===== src/rtl/local_bp_table_sequencer.sv =====
// Local-predictor table port sequencer: zero sweep after reset, 2-cycle lookups, 3-cycle FIFO-buffered updates.
// Lookups are refused while the update FIFO is full or starved; upd_ready drops only when the FIFO is full.
module local_bp_fifo #(
  parameter int W     = 11,
  parameter int DEPTH = 4
) (
  input  logic         clock,
  input  logic         reset,
  input  logic         push,
  input  logic [W-1:0] push_data,
  input  logic         pop,
  output logic [W-1:0] head,
  output logic         empty,
  output logic         full
);
  localparam int AW = (DEPTH > 1) ? $clog2(DEPTH) : 1;

  logic [W-1:0]  mem [DEPTH];
  logic [AW-1:0] wr_ptr;
  logic [AW-1:0] rd_ptr;
  logic [AW:0]   count;

  assign empty = (count == '0);
  assign full  = (count == (AW+1)'(DEPTH));
  assign head  = mem[rd_ptr];

  always_ff @(posedge clock or negedge reset) begin
    if (!reset) begin
      wr_ptr <= '0;
      rd_ptr <= '0;
      count  <= '0;
    end else begin
      if (push) wr_ptr <= wr_ptr + 1'b1;
      if (pop)  rd_ptr <= rd_ptr + 1'b1;
      case ({push, pop})
        2'b10:   count <= count + 1'b1;
        2'b01:   count <= count - 1'b1;
        default: count <= count;
      endcase
    end
  end

  always_ff @(posedge clock) begin
    if (push) mem[wr_ptr] <= push_data;
  end
endmodule

module local_bp_table_sequencer #(
  parameter int PC_W       = 10,
  parameter int HIST_W     = 10,
  parameter int CTR_W      = 3,
  parameter int FIFO_DEPTH = 4,
  parameter int STARVE_MAX = 4
) (
  input  logic              clock,
  input  logic              reset,
  input  logic              lookup_valid,
  input  logic [PC_W-1:0]   lookup_pc,
  output logic              lookup_ready,
  output logic              pred_valid,
  output logic              pred_taken,
  input  logic              upd_valid,
  input  logic [PC_W-1:0]   upd_pc,
  input  logic              upd_taken,
  output logic              upd_ready,
  output logic              lht_en,
  output logic              lht_we,
  output logic [PC_W-1:0]   lht_addr,
  output logic [HIST_W-1:0] lht_wdata,
  input  logic [HIST_W-1:0] lht_rdata,
  output logic              lpt_en,
  output logic              lpt_we,
  output logic [HIST_W-1:0] lpt_addr,
  output logic [CTR_W-1:0]  lpt_wdata,
  input  logic [CTR_W-1:0]  lpt_rdata,
  output logic              busy_init
);
  localparam int SWEEP_W = (PC_W > HIST_W) ? PC_W : HIST_W;
  localparam int SC_W    = $clog2(STARVE_MAX + 1);
  localparam logic [SWEEP_W:0]  LHT_LIM = (SWEEP_W+1)'(1) << PC_W;
  localparam logic [SWEEP_W:0]  LPT_LIM = (SWEEP_W+1)'(1) << HIST_W;
  localparam logic [CTR_W-1:0]  CTR_MAX = '1;

  localparam logic [2:0] INIT    = 3'd0;
  localparam logic [2:0] IDLE    = 3'd1;
  localparam logic [2:0] LK_HIST = 3'd2;
  localparam logic [2:0] LK_CTR  = 3'd3;
  localparam logic [2:0] UP_HIST = 3'd4;
  localparam logic [2:0] UP_CTR  = 3'd5;
  localparam logic [2:0] UP_WR   = 3'd6;

  logic [2:0]         state;
  logic [2:0]         state_nxt;
  logic [SWEEP_W-1:0] sweep;
  logic [SC_W-1:0]    starve_cnt;
  logic [HIST_W-1:0]  hist;
  logic [CTR_W-1:0]   ctr;
  logic [CTR_W-1:0]   ctr_new;
  logic               taken_hold;
  logic               fifo_empty;
  logic               fifo_full;
  logic               fifo_push;
  logic               fifo_pop;
  logic [PC_W:0]      fifo_head;
  logic [PC_W-1:0]    head_pc;
  logic               head_taken;
  logic               force_upd;
  logic               lookup_go;
  logic               lht_in_range;
  logic               lpt_in_range;
  logic               lht_en_c;
  logic               lht_we_c;
  logic               lpt_en_c;
  logic               lpt_we_c;

  assign fifo_push = upd_valid && !fifo_full;
  assign fifo_pop  = (state == UP_WR);
  assign upd_ready = !fifo_full;

  local_bp_fifo #(
    .W     (PC_W + 1),
    .DEPTH (FIFO_DEPTH)
  ) u_fifo (
    .clock     (clock),
    .reset     (reset),
    .push      (fifo_push),
    .push_data ({upd_pc, upd_taken}),
    .pop       (fifo_pop),
    .head      (fifo_head),
    .empty     (fifo_empty),
    .full      (fifo_full)
  );

  assign head_pc    = fifo_head[PC_W:1];
  assign head_taken = fifo_head[0];

  assign force_upd    = fifo_full || (!fifo_empty && (starve_cnt == SC_W'(STARVE_MAX)));
  assign lookup_ready = (state == IDLE) && !force_upd;
  assign lookup_go    = lookup_valid && lookup_ready;

  assign lht_in_range = ({1'b0, sweep} < LHT_LIM);
  assign lpt_in_range = ({1'b0, sweep} < LPT_LIM);

  assign ctr_new = head_taken ? ((ctr == CTR_MAX) ? ctr : ctr + 1'b1)
                              : ((ctr == '0) ? ctr : ctr - 1'b1);

  always_comb begin
    state_nxt = state;
    lht_en_c  = 1'b0;
    lht_we_c  = 1'b0;
    lht_addr  = '0;
    lht_wdata = '0;
    lpt_en_c  = 1'b0;
    lpt_we_c  = 1'b0;
    lpt_addr  = '0;
    lpt_wdata = '0;
    case (state)
      INIT: begin
        lht_en_c = lht_in_range;
        lht_we_c = lht_in_range;
        lht_addr = sweep[PC_W-1:0];
        lpt_en_c = lpt_in_range;
        lpt_we_c = lpt_in_range;
        lpt_addr = sweep[HIST_W-1:0];
        if (sweep == {SWEEP_W{1'b1}}) state_nxt = IDLE;
      end
      IDLE: begin
        if (lookup_go) begin
          lht_en_c  = 1'b1;
          lht_addr  = lookup_pc;
          state_nxt = LK_HIST;
        end else if (!fifo_empty) begin
          lht_en_c  = 1'b1;
          lht_addr  = head_pc;
          state_nxt = UP_HIST;
        end
      end
      LK_HIST: begin
        lpt_en_c  = 1'b1;
        lpt_addr  = lht_rdata;
        state_nxt = LK_CTR;
      end
      LK_CTR: state_nxt = IDLE;
      UP_HIST: begin
        lpt_en_c  = 1'b1;
        lpt_addr  = lht_rdata;
        state_nxt = UP_CTR;
      end
      UP_CTR: state_nxt = UP_WR;
      UP_WR: begin
        lht_en_c  = 1'b1;
        lht_we_c  = 1'b1;
        lht_addr  = head_pc;
        lht_wdata = {hist[HIST_W-2:0], head_taken};
        lpt_en_c  = 1'b1;
        lpt_we_c  = 1'b1;
        lpt_addr  = hist;
        lpt_wdata = ctr_new;
        state_nxt = IDLE;
      end
      default: state_nxt = INIT;
    endcase
  end

  // Table strobes are held off while reset is asserted so an aborted update never lands.
  assign lht_en = lht_en_c && reset;
  assign lht_we = lht_we_c && reset;
  assign lpt_en = lpt_en_c && reset;
  assign lpt_we = lpt_we_c && reset;

  assign busy_init  = (state == INIT);
  assign pred_valid = (state == LK_CTR);
  assign pred_taken = pred_valid ? lpt_rdata[CTR_W-1] : taken_hold;

  always_ff @(posedge clock or negedge reset) begin
    if (!reset) begin
      state      <= INIT;
      sweep      <= '0;
      starve_cnt <= '0;
      hist       <= '0;
      ctr        <= '0;
      taken_hold <= 1'b0;
    end else begin
      state <= state_nxt;
      if (state == INIT) sweep <= sweep + 1'b1;
      if (state == IDLE) begin
        if (lookup_go)
          starve_cnt <= fifo_empty ? '0 : starve_cnt + 1'b1;
        else if (!fifo_empty)
          starve_cnt <= '0;
      end
      if (state == UP_HIST) hist <= lht_rdata;
      if (state == UP_CTR)  ctr <= lpt_rdata;
      if (state == LK_CTR)  taken_hold <= lpt_rdata[CTR_W-1];
    end
  end
endmodule


===== config.mk =====
export PLATFORM = sky130hd
export DESIGN_NAME = local_bp_table_sequencer
export DESIGN_NICKNAME = d
export VERILOG_FILES = /design/src/rtl/local_bp_table_sequencer.sv
export SDC_FILE = /design/constraint.sdc
export NUM_CORES = 1
export LEC_CHECK = 0
export CORE_MARGIN = 5
export CORE_UTILIZATION = 54
export DETAILED_ROUTE_END_ITERATION = 6
export GPL_TIMING_DRIVEN = 0
export PLACE_DENSITY = 0.83
export SYNTH_ARGS = -nofsm -noshare
export SYNTH_HDL_FRONTEND = slang
export SYNTH_SLANG_ARGS = --single-unit

===== constraint.sdc =====
create_clock -name clock -period 3.8 [get_ports clock]
set_input_delay 0.76 -clock clock [delete_from_list [all_inputs] [get_ports clock]]
set_output_delay 0.76 -clock clock [all_outputs]
set_load 0.02 [all_outputs]

==> After elaboration in Yosys (flattened, before gate mapping) <==
Memories as Yosys holds them, arrays and structs flattened.
Index checks and enable logic that the tools add are counted.
{ "classes": {"add_sub_neg": 8, "eq_ne": 15, "n_mux": 25, "reduce_logical": 21} }
{ "ops": {"columns": ["operator", "n"], "rows": [
  ["case mux 10 bit (3 select lines)", 2],
  ["two-way mux 10 bit", 3],
  ["two-way mux 3 bit", 10],
  ["equality test 3 bit (second input constant)", 6],
  ["case mux 3 bit (6 select lines)", 1],
  ["adder 10 x 1 -> 10 bit (second input constant)", 1],
  ["equality test 10 bit (second input constant)", 1],
  ["adder 3 x 1 -> 3 bit (second input constant)", 3],
  ["logical NOT 3 bit", 3],
  ["logical AND 1 bit", 7],
  ["two-way mux 1 bit", 7],
  ["equality test 3 x 2 -> 1 bit (second input constant)", 2],
  ["case mux 3 bit (2 select lines)", 1],
  ["OR reduction 2 bit", 3],
  ["subtractor 3 x 1 -> 3 bit (second input constant)", 2],
  ["adder 2 x 1 -> 2 bit (second input constant)", 2],
  ["!= test 2 x 1 -> 1 bit (second input constant)", 2],
  ["AND reduction 2 bit", 2],
  ["OR reduction 4 bit", 1],
  ["equality test 3 x 1 -> 1 bit (second input constant)", 1],
  ["logical NOT 1 bit", 3],
  ["!= test 3 bit (second input constant)", 1],
  ["equality test 2 x 1 -> 1 bit (second input constant)", 1],
  ["equality test 2 bit (second input constant)", 1],
  ["3 further kinds", 3]
]} }
{ "word_totals": {"regBits": 37, "mem_bits_rw": 44, "input_bits": 38, "output_inout_bits": 42, "word_cells": 79, "mem_count": 1} }
{ "mem_list": {"columns": ["memory", "depth", "word_bits", "read_ports", "rd_ports_with_merged_regs", "wr", "line", "text"], "rows": [
  ["u_fifo.mem", 4, 11, 1, 0, 1, "18", "logic [W-1:0] mem [DEPTH];"]
]} }

==> Depth between registers and ports, before layout <==
Gate-level depths: netlist (run 1).
{ "logic_depth": {"word_depth": 10, "ltp_mapped": 10, "ltp_nobuf": 8} }

==> By module <==
A second synthesis (run 1) with hierarchy kept.
{ "unflattened": {"cells_unflattened": 318, "hier_area_um2": 4073.9} }
{ "by_module_without_submodules": {"columns": ["mod", "instances", "cells_per_inst", "area_each_um2", "seq_area_each_um2"], "rows": [
  ["local_bp_table_sequencer", 1, 224, 2083.2, 750.7],
  ["local_bp_fifo", 1, 94, 1990.7, 1496.4]
]} }

==> Worst setup path after synthesis (run 1) <==
Ideal clock, no wire load.
{ "synth_timing": {"path_kind": "reg-to-output", "startpoint": "reg u_fifo.rd_ptr[0]", "endpoint": "out lpt_wdata[1]", "arrival_ps": 1886, "required_time_ps": 3040, "path_slack_ps": 1154, "stages_incl_launch_ff": 4, "path_buffers": 0, "cell_sequence": "dfrtp_1 -> mux4_2 -> mux2_2 -> a311oi_1"} }
{ "synth_between": {"elab_chain_len": 3} }
{ "synth_lines": {"columns": ["element", "line", "text"], "rows": [
  ["start: declaration", "20", "logic [AW-1:0] rd_ptr;"],
  ["start signal: assignment", "34", "if (pop) rd_ptr <= rd_ptr + 1'b1;"],
  ["memory read (4 x 11 bit)", null, null],
  ["two-way mux 3 bit", "144", "assign ctr_new = head_taken ? ((ctr == CTR_MAX) ? ctr : ctr + 1'b1)"],
  ["two-way mux 3 bit", "157", "case (state)"],
  ["end: declaration", "74", "output logic [CTR_W-1:0] lpt_wdata,"]
]} }
Every way passes these cells.

==> Final worst setup path (run 1) <==
{ "layout_timing": {"startpoint": "reg u_fifo.count[1]", "endpoint": "out lht_addr[5]"} }
{ "layout_between": {"elab_chain_len": 9, "elab_cells_between_ends": 11, "classes_between": "eq/ne (1); mux (3); reduce/logical (7)"} }
{ "layout_lines": {"columns": ["element", "line", "text"], "rows": [
  ["start: declaration", "21", "logic [AW:0] count;"],
  ["start signal: assignment", "36", "2'b10: count <= count + 1'b1;"],
  ["start signal: assignment", "37", "2'b01: count <= count - 1'b1;"],
  ["start signal: assignment", "38", "default: count <= count;"],
  ["logical NOT 3 bit", "23", "assign empty = (count == '0);"],
  ["logical NOT 1 bit", null, null],
  ["logical AND 1 bit", "137", "assign force_upd = fifo_full || (!fifo_empty && (starve_cnt == SC_W'(STARVE_MAX)));"],
  ["logical OR 1 bit", "137", null],
  ["logical NOT 1 bit", "138", "assign lookup_ready = (state == IDLE) && !force_upd;"],
  ["logical AND 1 bit", "138", null],
  ["logical AND 1 bit", "139", "assign lookup_go = lookup_valid && lookup_ready;"],
  ["two-way mux 10 bit *", "168", "if (lookup_go) begin"],
  ["case mux 10 bit (3 select lines) *", "157", null],
  ["end: declaration", "68", "output logic [PC_W-1:0] lht_addr,"]
]} }
Mark *: on every way between the ends. The rest lies on a longest branch, timed or not.

==> results list, run 1 <==
- Result of the run: finished clean
- Measured in cells, the most critical reg-to-reg path has a length of 9.
* Biggest fanout along the worst timing path: 10
- Number of CTS-inserted buffers: 9
- Fraction of the yosys area taken by sequential cells: 54.9%
- In this run, distinct cell masters in the synthesized netlist total 45.
* Wire length on met1: 3.69 mm
* Number of storage elements in the synthesis netlist: 81
- Critical path required time: 3.04 ns
- Measured against its own limit, the worst slew margin works out to 42.6%.
* Detailed-routed wire length on met2: 4.72 mm
- H-tree lvl count: 3
- Category of the worst setup path capture point: primary output
* Number of enable flip-flop cells after synthesis: 44
- Number of port buffers: 79
- In this run the critical register-to-register path is captured at u_fifo.count[2].
- Summed over all nets, the half-perimeter wirelength after detailed placement is 6.61 mm.
- Share of post-route cells with drive strength above 1: 16.0%
- DP Area: 5010 µm²
- First-pass GRT wire length: 15.1 mm
- The Yosys step of the flow raised 0 warnings.
- After synthesis the cells add up to 4100 µm².
* Clock latency reported for the late side of the worst-skew pair: 0.35 ns
* Routability congestion estimate: 0.819
- Die H: 97.1 µm
- Clk buf depth: 2
- Core utilization of the finished layout: 70.6%
* Critical Path Max Stage Delay: 0.60 ns
- TritonCTS built the clock tree.
- Area share of the leading cell type in the synthesized netlist: 32.3%
- The tightest hold path in the finished design has a slack of 0.499 ns.
- Worst R2R Start: state[2]
- The average instance in the mapped netlist occupies 13.1 µm².
- Setup violations, final: 0
- Wires add up to 9.01 mm.
- Including well taps, the total number of placed cells is 490.
* Antenna violations before repair: 0
* Max-slew violation total from the final report: 0
- Synthesized netlist net count: 362
- Power after layout: 4.09 mW
- Global routing consumed, over all layers together, 20.1% of the routing resources.
- The worst setup path is of the reg -> out kind.
- Startpoint of the tightest hold check path: u_fifo.count[2]
- For this design the static power due to leakage is 1.97 nW.
* RSZ-0062 raised after global routing: no
* Max VDD drop: 467 µV
- Using the TritonRoute via totals, the vias-per-cell ratio works out to 5.62.
- The slowest stage of the critical path is the sky130_fd_sc_hd__clkdlybuf4s50_1 cell.
* Power per Cell Area: 789 nW/µm²
* Number of nets at the end of the flow: 451
- Antenna diode count: 0
- In this run, post-CTS hold repair placed 0 buffers.
* Ranking of synthesized cells by area: sky130_fd_sc_hd__edfxtp_1, sky130_fd_sc_hd__dfrtp_1, sky130_fd_sc_hd__mux4_2, sky130_fd_sc_hd__mux2_2, sky130_fd_sc_hd__a211oi_1
- Post-route minimum period: 3.61 ns
- Highest metal layer with signal wires: met4
- The initialized floorplan defines 31 standard-cell rows.
* Most used flip-flop cell after synthesis: sky130_fd_sc_hd__edfxtp_1
* Async set-reset flop share out of synthesis: 45.7%
- Cell count after synthesis: 312
- Critical path, cell by cell: or3b_1 -> buf_6 -> and3_4 -> o21ai_2 -> a221o_2 -> clkdlybuf4s50_1
* Starting density of the core: 55.9%
* Type of element launching the critical path: flop
- Counting every sink on the clock net gives 81.
* Post CTS Setup Buffer Count: 0
- Period utilization: 95.1%
- Root Buffer: sky130_fd_sc_hd__clkbuf_8
* Number of global-route vias before repair: 2948
- DRC violations left: 0
- For this block, the initial DRC count from the detailed router was 156.
- Summing over every cut layer, the via total after detailed routing is 2838.
- Maximum Capacitance Violations: 0
- Along the worst hold path, the cell count comes to 1.
- Setup slack on the worst flop-to-flop path: 1.03 ns
* DIE AREA: 9430 µm²
* Overall overflow remaining after global route: 0
* Final Skew: 0.00541 ns
- Quantity of gates resized following cts: 0
- The finished cells cover 5170 µm².
- Clock-pin slew was measured on the worst setup and hold paths at 0.08 ns.
- DR WL/cell: 17.8 µm
- Data arrival, critical path: 2.85 ns
- In this run the horizontal extent of the chip is 97.1 µm.
- At the pin with the least slew margin, the transition time is 0.861 ns.
- DRT antenna net count: 0
* Cell type with the highest aggregate area in the netlist: sky130_fd_sc_hd__edfxtp_1
- Entering global routing, the biggest net connects 39 pins.
* Final cell count without fillers: 505
- Num ports: 80
- Final Hold Fails: 0
* Core region area: 7330 µm²
- Detailed route wirelength on metal3: 502 µm
* FMAX: 277 MHz
- Hold Crit Class: reg -> reg
- Hold endpoint: u_fifo.count[2]
- The first detailed-routing pass took 4 iterations.
- Synth-to-layout area growth: 26.3%
Yosys cell counts, types with 2 or more instances:
cell type,number
sky130_fd_sc_hd__edfxtp_1,44
sky130_fd_sc_hd__dfrtp_1,37
sky130_fd_sc_hd__a211oi_1,21
sky130_fd_sc_hd__and2_1,20
sky130_fd_sc_hd__mux2_2,18
sky130_fd_sc_hd__nand2_1,15
sky130_fd_sc_hd__inv_1,14
sky130_fd_sc_hd__mux2i_1,12
sky130_fd_sc_hd__xnor2_1,12
sky130_fd_sc_hd__ha_1,11
sky130_fd_sc_hd__mux4_2,11
sky130_fd_sc_hd__nor2_1,11
sky130_fd_sc_hd__nor2b_1,11
sky130_fd_sc_hd__a221o_1,9
sky130_fd_sc_hd__clkbuf_1,9
sky130_fd_sc_hd__buf_2,6
sky130_fd_sc_hd__o21ai_0,6
sky130_fd_sc_hd__and3_2,5
sky130_fd_sc_hd__xor2_1,4
sky130_fd_sc_hd__a31oi_1,3
sky130_fd_sc_hd__nand3_1,3
sky130_fd_sc_hd__nand4_1,3
sky130_fd_sc_hd__a21oi_1,2
sky130_fd_sc_hd__buf_6,2
sky130_fd_sc_hd__nor3b_1,2
sky130_fd_sc_hd__or2_2,2
registers in the layout (all words and copies together) (netlist names):
register / count
starve_cnt: 3
taken_hold: 1
u_fifo.wr_ptr: 2
sweep: 10
u_fifo.rd_ptr: 2
u_fifo.count: 3
hist: 10
state: 3
ctr: 3
u_fifo.mem: 44
placed cells by master (no fill, tap or decap), drive strengths merged, types with 2 or more instances in the layout:
master	count
nand4	3
or2	3
ha	11
mux2i	12
nor3b	2
o21ai	7
a211oi	21
a31oi	3
or3	2
edfxtp	44
a21oi	2
clkinv	2
nand2	15
dfrtp	37
and3	6
clkinvlp	2
xor2	4
mux4	11
buf	10
clkbuf	19
nor2	11
a221o	10
clkdlybuf4s50	78
nor2b	11
and2	21
inv	15
nand3	3
xnor2	12
mux2	18
routing by layer:
metal | vias to the layer above | track usage, %
met4 | 0 | 4.75
met1 | 1416 | 25.2
met2 | 78 | 34.8
met3 | 10 | 5.31
met5 | - | 0
li1 | 1334 | -
power breakdown:
part           total, mW  switching, mW  internal, mW
logic               2.12           1.09          1.03
registers           1.40          0.193          1.21
clock network      0.560          0.318         0.242
total               4.09           1.60          2.48
metrics by stage:
step	setup TNS, ns	setup slack [ns]
after floorplan	0	1.15
after global placement	-2.35	-0.686
after detailed placement	0	0.303
after CTS	0	0.108
after global routing	0	0.0924
final	0	0.186
cells by family after synthesis:
group,count (synthesis),share of synthesized area [%]
fa+ha+maj,12,3.85
mux,41,13.9
compound gates,49,9.19
simple gates,81,11.2
xor+xnor,16,3.42
buf+inv,32,3.57
flops,81,54.9
final cells by class:
| class | instances | area (µm²) |
|---|---|---|
| Inverter | 14 | 52.6 |
| Multi-Input combinational cell | 199 | 1700 |
| Sequential cell | 81 | 2250 |
| Clock inverter | 5 | 41.3 |
| Tap cell | 99 | 124 |
| Timing Repair Buffer | 79 | 786 |
| Fill cell | 531 | 2160 |
| Buffer | 17 | 90.1 |
| Clock buffer | 11 | 131 |
worst max path at each step:
stage	startpoint	end	slack, ns	cells past startpoint
after floorplan	u_fifo.rd_ptr[0]	lpt_wdata[1]	1.15	3
after global placement	reset	lpt_we	-0.69	5
after detailed placement	lookup_valid	lht_addr[5]	0.30	5
after CTS	state[2]	lht_wdata[8]	0.11	6
after global routing	u_fifo.count[0]	lht_addr[5]	0.09	6
final	u_fifo.count[1]	lht_addr[5]	0.19	6
worst max-delay path, delay by kind of cell (launching register included):
| kind | cells | cell delay, ns |
|---|---|---|
| buffers and inverters | 2 | 0.75 |
| flip-flops | 1 | 0.42 |
| AO/OA/AOI/OAI | 2 | 0.75 |
| AND/OR/NAND/NOR | 2 | 0.58 |
No activity file was read; power rests on OpenSTA's default activity.
==> run 2, diff against run 1 <==
--- a/config.mk
+++ b/config.mk
@@ -6,4 +6,5 @@
 export NUM_CORES = 1
 export LEC_CHECK = 0
+export ABC_AREA = 1
 export CORE_MARGIN = 5
 export CORE_UTILIZATION = 54
==> constraint.sdc (replaced) <==
create_clock -name clock -period 3.8 [get_ports clock]
set_input_delay 0.76 -clock clock [delete_from_list [all_inputs] [get_ports clock]]
set_output_delay 0.76 -clock clock [all_outputs]
set_load 0.05 [all_outputs]
==> run 2 against run 1 <==
Register-to-register slack gained 0.67 ns; clock skew up 0.0034 ns; global-route usage up 1.0 points; critical path depth down 1; flip-flop and latch count unchanged; critical endpoint is now lpt_we; total power rose by 10%; hold slack lost 0.0060 ns; largest power group unchanged; area after synthesis decreased by 1.1%.
==> results list, run 2 <==
* Cell count after synthesis: 449 (+44%)
- The flow ran to the end, and the final reports show no timing, DRC or antenna violations.
- The top cell types in the final layout, fill and taps aside, are sky130_fd_sc_hd__nor2_1, sky130_fd_sc_hd__nand2_1, sky130_fd_sc_hd__clkdlybuf4s50_1.
- The number of buffer cells added on primary ports is 79 (unchanged).
- The setup violation total in the final timing report came to 0 (unchanged).
- Combined global-route utilization of all metal layers: 21.1% (+1.0 points)
- Post-synthesis average cell area: 9.02 µm² (-31%)
- Type of element launching the critical path: input port
- The number of synthesized flops with an enable pin was 44 (unchanged).
* Maximum Capacitance Violations: 0 (unchanged)
* Power after layout: 4.51 mW (+10%)
- Final cell count without fillers: 643 (+27%)
* Worst hold slack: 0.493 ns (-0.00600 ns)
* Core region area: 7290 µm² (-0.53%)
- Yosys warning count: 0 (unchanged)
- Synth-to-layout area growth: 27.9%
* Largest net degree at the start of global routing: 40 (+2.6%)
- The diode insertion count for antenna repair was 0 (unchanged).
* Leakage power: 2.24 nW (+14%)
* Final Skew: 0.00882 ns (+0.00341 ns)
- The flip-flop count of the largest register after layout came to 44 (unchanged).
- FMAX: 281 MHz (+1.4%)
- The wire length per cell after detailed routing came to 15.2 µm (-15%).
- Quantity of gates resized following cts: 0 (unchanged)
* Relative contribution of combinational cells to total power: 54.6% (+2.7 points)
* H-tree lvl count: 3 (unchanged)
- The register with the most flip-flops in the final layout is u_fifo.mem.
* Period utilization: 93.8% (-1.3 points)
* Synthesized netlist net count: 499 (+38%)
- Worst Setup Path Type: in -> out
- The data required time of the critical path is 3.04 ns (about the same).
- Number of storage elements in the synthesis netlist: 81 (unchanged)
- Post-route minimum period: 3.56 ns (-0.0502 ns)
- The count of TritonRoute iterations in the first routing pass was 4 (unchanged).
- The clock group share of total power is 15.2% (+1.5 points).
- Clock tree from TritonCTS: done
- The number of hold-slack violations in the final timing report is 0 (unchanged).
- The largest registers in the layout are u_fifo.mem x44, hist x10, sweep x10.
- The CTS sink count was 81 (unchanged).
- Std-Cell Rows: 31 (unchanged)
- The width of the die is 96.6 µm (-0.50%).
- Cell type with the highest aggregate area in the netlist: sky130_fd_sc_hd__edfxtp_1
- Die H: 96.6 µm (-0.50%)
- RSZ-0062 raised after global routing: no
* Fraction of the yosys area taken by sequential cells: 55.5% (+0.63 points)
- Number of nets at the end of the flow: 589 (+31%)
- The clock transition at the registers of the reported paths came to 0.08 ns (about the same).
* Most repeated cell in the gate-level netlist after synthesis: sky130_fd_sc_hd__nor2_1
* Async set-reset flop share out of synthesis: 45.7% (unchanged)
- The number of filler cells placed in the layout was 557 (+4.9%).
- Data arrival, critical path: 2.80 ns (-0.05 ns)
- The worst-case clock buffer depth is 2 (unchanged).
- The per-cell via count in the routed design is 5.26 (-6.5%).
* DIE AREA: 9330 µm² (-1.0%)
- Antenna violations before repair: 0 (unchanged)
- The area share of the largest cell type after synthesis came to 32.6% (+0.37 points).
- DRT antenna net count: 0 (unchanged)
* Core utilization of the finished layout: 71.0% (+0.43 points)
- Number of global-route vias before repair: 3470 (+18%)
- CTS placed an instance of sky130_fd_sc_hd__clkbuf_8 at the clock tree root.
- The peak supply drop is 330 µV (-29%).
* Share of post-route cells with drive strength above 1: 6.99% (-9.0 points)
- The biggest fanout along the worst timing path came to 39 (+29).
- Netlist Area Pre-Place: 4050 µm² (-1.1%)
* Internal power contribution: 2.36 mW (-5.0%)
* Power per Cell Area: 870 nW/µm² (+10%)
- The final routed DRC violation total came to 0 (unchanged).
* First-pass GRT wire length: 16.2 mm (+7.3%)
- Number of CTS-inserted buffers: 9 (unchanged)
- The final setup slack of the worst path came to 0.236 ns (+0.0502 ns).
* Reg power frac: 30.3% (-4.0 points)
- The routability congestion estimate from global placement is 0.919 (+12%).
- Number of unique standard cell types used by synthesis: 31 (-31%)
- Number of cells in the design after placement: 627 (+28%)
- Most used flip-flop cell after synthesis: sky130_fd_sc_hd__edfxtp_1
* Overall overflow remaining after global route: 0 (unchanged)
* Most common library cell in the layout ignoring fill and taps: sky130_fd_sc_hd__nor2_1
- The post-CTS repair timing setup buffer count came to 0 (unchanged).
- Top post-synthesis cells by count: sky130_fd_sc_hd__nor2_1, sky130_fd_sc_hd__nand2_1, sky130_fd_sc_hd__inv_1, sky130_fd_sc_hd__edfxtp_1, sky130_fd_sc_hd__dfrtp_1
* Post-Place Setup Slack: 0.189 ns (-0.114 ns)
- The net switching power of the design came to 2.15 mW (+34%).
- The tightest min-delay check is of the reg -> reg type.
* Starting density of the core: 55.5% (-0.34 points)
- The total wire length came to 9.78 mm (+8.6%).
* Via count: 3380 (+19%)
- The cts-stage hold buffer count came to 0 (unchanged).
* Ranking of synthesized cells by area: sky130_fd_sc_hd__edfxtp_1, sky130_fd_sc_hd__dfrtp_1, sky130_fd_sc_hd__nor2_1, sky130_fd_sc_hd__nand2_1, sky130_fd_sc_hd__inv_1
* Placed wire-length estimate: 7.11 mm (+7.6%)
- The switching fraction of total power was 47.6% (+8.4 points).
- Category of the worst setup path capture point: primary output
- The final count of pins violating max slew was 0 (unchanged).
* Clock latency reported for the late side of the worst-skew pair: 0.34 ns (about the same)
- Transition at the pin with the smallest max-transition slack: 1.06 ns (+0.200 ns)
* Slew HR: 29.0% (-14 points)
- DRC violation total after the first TritonRoute iteration: 166 (+6.4%)
- Num ports: 80 (unchanged)
[run 2: cells by family after synthesis]
kind of cell	after synthesis	synth area share, %
DFF	81	55.5
adders and majority gates	12	3.89
buffers and inverters	67	6.83
AOI/OAI and AO/OA	69	9.05
and+or+nand+nor	202	20.7
xor gates and xnor gates	15	3.24
muxes	3	0.834
[run 2: final cells by class]
class	count	area [µm²]	share of cell area, %
multi-input combinational	301	1530	29.5
clock inverter	6	91.3	1.76
timing repair buffer	79	786	15.2
sequential	81	2250	43.4
inverter	55	206	3.99
buffer	12	70.1	1.35
clock buffer	10	128	2.46
tap	99	124	2.39
[run 2: worst max-delay path, stage by stage]
cell and delay (ns):
sky130_fd_sc_hd__buf_2 0.64, sky130_fd_sc_hd__inv_1 0.13, sky130_fd_sc_hd__a21oi_1 0.29, sky130_fd_sc_hd__buf_4 0.16, sky130_fd_sc_hd__clkdlybuf4s50_1 0.80
[run 2: worst paths after layout]
path	start	end	slack, ns	depth (start not counted)
max	reset	lpt_we	0.24	5
min	u_fifo.count[0]	u_fifo.count[0]	0.49	1
max reg2reg	state[0]	u_fifo.count[2]	1.70	10
min reg2reg	u_fifo.count[0]	u_fifo.count[0]	0.49	1
max in group asynchronous	reset	hist[2]	2.74	1
min in group asynchronous	reset	ctr[2]	0.51	1
[run 2: power by group through the flow]
stage	combinational [mW]	sequential [mW]	clock, mW
2_1_floorplan	1.71	1.33	0
3_3_place_gp	2.38	1.36	0
3_5_place_dp	2.45	1.37	0
4_1_cts	2.47	1.36	0.691
5_1_grt	2.66	1.39	0.726
6_report	2.46	1.36	0.684
[run 2: per-stage QoR]
stage	TNS, ns	cell area, µm²
2_1_floorplan	0	4050
5_1_grt	0	5180
6_report	0	5180
3_3_place_gp	-3.16	4960
4_1_cts	0	5180
3_5_place_dp	0	4960
[run 2: metal layers]
layer,up-vias,track usage [%],share of wire (%)
li1,1630,-,-
met1,1576,25.5,41
met2,139,35.6,50
met3,35,4.39,6.0
met4,0,10.9,3.5
met5,-,0,0
==> run 3, diff against run 2 <==
- GPL_ROUTABILITY_DRIVEN: default -> 0
- REMOVE_ABC_BUFFERS: default -> 1
==> run 3 against run 2 <==
Via count decreased by 3.6%; wire length decreased by 3.2%; combinational power down 5%; highest routed layer unchanged; count of clock-buffer cells in the layout down 1.
==> results list, run 3 (same netlist as run 2, synthesis figures left out) <==
- Post-route minimum period: 3.60 ns (+0.0400 ns)
* Hold Crit Class: in -> async
* Fill cell total of the finished layout: 563 (+1.1%)
- Critical path required time: 3.04 ns (about the same)
- The final count of pins violating max slew was 0 (unchanged).
- Worst R2R Start: state[0]
* Category of cells accounting for the largest share of critical-path delay: buffers and inverters
* Flip-flop count of the largest register after layout: 44 (unchanged)
* DR WL/cell: 15.0 µm (-1.5%)
- The minimum setup slack among reg-to-reg paths is 1.48 ns (-0.22 ns).
- Critical Path Max Stage Delay: 0.81 ns (about the same)
- The core region area was 7290 µm² (unchanged).
- The worst path arrival time came to 2.84 ns (+0.04 ns).
* Power after layout: 4.41 mW (-2.1%)
- Antenna diode count: 0 (unchanged)
- The number of max-cap violations came to 0 (unchanged).
- The worst-case clock buffer depth came to 2 (unchanged).
- H-tree lvl count: 3 (unchanged)
* Post CTS Setup Buffer Count: 0 (unchanged)
- The CTS sink count came to 81 (unchanged).
- The largest net degree at the start of global routing is 40 (unchanged).
- The remaining global-route overflow is 0 (unchanged).
- Setup ws final: 0.196 ns (-0.0400 ns)
* Final Skew: 0.00883 ns (+0.0000140 ns)
* Buf/Inv on CP: 2 (-2)
- The total wire length came to 9.47 mm (-3.2%).
- Setup violations, final: 0 (unchanged)
* Critical path, cell by cell: clkinvlp_4 -> nand2_1 -> nand3_1 -> nand2_1 -> nor3_1 -> nor2_1 -> clkdlybuf4s50_1
- The total via count in the routed design came to 3258 (-3.6%).
- The transition time of the tightest slew-check pin came to 1.08 ns (+0.0231 ns).
- The instance count on the critical path came to 7 (+2).
- The critical path is of the reg -> out type.
- Biggest fanout along the worst timing path: 25 (-36%)
- Result of the run: finished clean
- The wire length of the first global-routing pass is 15.5 mm (-4.1%).
* Die H: 96.6 µm (unchanged)
- Max VDD drop: 437 µV (+32%)
- Ranked by flip-flop count, first place goes to u_fifo.mem.
* Category of the worst setup path capture point: primary output
* Most frequent cells in the layout: sky130_fd_sc_hd__nor2_1, sky130_fd_sc_hd__nand2_1, sky130_fd_sc_hd__clkdlybuf4s50_1
- Antenna violations before repair: 0 (unchanged)
- Clock latency reported for the late side of the worst-skew pair: 0.36 ns (+0.02 ns)
* FMAX: 278 MHz (-1.1%)
- The clock transition at the registers of the reported paths came to 0.09 ns (about the same).
- Setup repair after global routing left no endpoint under its margin.
- Number of nets at the end of the flow: 578 (-1.9%)
* DRC violations left: 0 (unchanged)
- The cell sitting at the root of the clock tree is a sky130_fd_sc_hd__clkbuf_8.
- Worst Setup EP: lpt_wdata[2]
* DP Area: 4890 µm² (-1.4%)
* CP max-delay cell: sky130_fd_sc_hd__clkdlybuf4s50_1
* Number of global-route vias before repair: 3276 (-5.6%)
* DRC violation total after the first TritonRoute iteration: 148 (-11%)
* Share of post-route cells with drive strength above 1: 6.94% (-0.043 points)
- The share of the core filled with cells in the final layout was 70.1% (-0.89 points).
- Clock tree from TritonCTS: done
- The total CTS buffers came to 9 (unchanged).
* Post-Place Setup Slack: 0.133 ns (-0.0559 ns)
* Critical path startpoint: u_fifo.rd_ptr[0]
- DRT antenna net count: 0 (unchanged)
- The worst register-to-register path ends at u_fifo.count[2].
- The relative slew slack came to 27.5% (-1.5 points).
- The number of buffer cells added on primary ports came to 79 (unchanged).
* DIE AREA: 9330 µm² (unchanged)
- Critical path's most frequent cell: sky130_fd_sc_hd__nand2_1
* Combined global-route utilization of all metal layers: 20.4% (-0.70 points)
* Type of element launching the critical path: flop
- Synth-to-layout area growth: 26.3%
- Biggest regs: u_fifo.mem x44, hist x10, sweep x10
* Period utilization: 94.8% (+1.1 points)
- The logic depth of the worst register-to-register path was 10 (unchanged).
- The area of combinational cells with multiple inputs is 1530 µm² (+0.33%).
* Num ports: 80 (unchanged)
- The effective utilization at floorplan is 55.5% (unchanged).
- The width of the die was 96.6 µm (unchanged).
- The cts-stage hold buffer count came to 0 (unchanged).
* Placed wire-length estimate: 6.82 mm (-4.1%)
- Power per Cell Area: 863 nW/µm² (-0.83%)
- The sequential cell area in the final layout came to 2250 µm² (about the same).
* Final Hold Fails: 0 (unchanged)
- The leakage component of the power came to 2.20 nW (-1.9%).
- The cell area after layout is 5110 µm² (-1.3%).
- The count of TritonRoute iterations in the first routing pass is 4 (unchanged).
* Std-Cell Rows: 31 (unchanged)
- Leaving out fill and tap cells, the most frequent cell in the layout is sky130_fd_sc_hd__nor2_1.
* Via-per-instance ratio: 5.16 (-1.9%)
-- run 3: cell count changes in the layout (fill, tap and decap cells not counted), sizes merged --
cell,change
clkinv,-3
clkdlybuf4s50,-1
clkbuf,-6
bufinv,-1
dlygate4sd2,+1
clkinvlp,+3
inv,+3
buf,-7
-- run 3: worst min path at each step --
stage                          end  depth (start not counted)
after floorplan           sweep[9]                          2
after global placement    sweep[9]                          2
after detailed placement  sweep[9]                          2
after CTS                 sweep[9]                          2
after global routing        ctr[1]                          1
final                       ctr[1]                          1
-- run 3: stage by stage --
step / TNS, ns / std cells / hold WS, ns
2_1_floorplan: 0 / 437 / 0.449
3_3_place_gp: -3.18 / 615 / 0.462
3_5_place_dp: 0 / 615 / 0.471
4_1_cts: 0 / 631 / 0.492
5_1_grt: 0 / 632 / 0.427
6_report: 0 / 632 / 0.397
-- run 3: layer usage --
layer / GRT usage, % / up-vias / share of wire (%)
met2: 35.5 / 108 / 50
met5: 0 / - / 0
met4: 5.83 / 0 / 1.2
li1: - / 1611 / -
met3: 6.04 / 11 / 6.3
met1: 24.6 / 1528 / 42
-- run 3: final cells by class --
type                            count  area share, %
Clock inverter                      7           1.64
Inverter                           55           4.11
Multi-Input combinational cell    301           29.9
Timing Repair Buffer               79           15.4
Tap cell                           99           2.42
Sequential cell                    81           44.0
Timing Repair inverter              1         0.0979
Clock buffer                        9           2.42
-- run 3: worst reg2reg max path: stages, from the launching register on --
cell,delay [ns]
sky130_fd_sc_hd__dfrtp_1,0.44
sky130_fd_sc_hd__inv_1,0.14
sky130_fd_sc_hd__nand3_2,0.29
sky130_fd_sc_hd__inv_1,0.33
sky130_fd_sc_hd__ha_1,0.20
sky130_fd_sc_hd__inv_1,0.07
sky130_fd_sc_hd__fa_1,0.38
sky130_fd_sc_hd__nor2_1,0.13
sky130_fd_sc_hd__nor2_1,0.06
sky130_fd_sc_hd__nand2_1,0.08
sky130_fd_sc_hd__xnor2_1,0.12
-- run 3: power breakdown --
part	internal (mW)	switching [mW]	total (mW)
combinational	0.741	1.60	2.34
sequential	1.20	0.207	1.41
clock	0.317	0.345	0.662
-- run 3: what timing repair did --
item | in CTS | in global routing
setup endpoints to repair | 3 | 5
hold endpoints to repair | 0 | 0
gates cloned | 0 | 1
gates resized for setup | 3 | 2
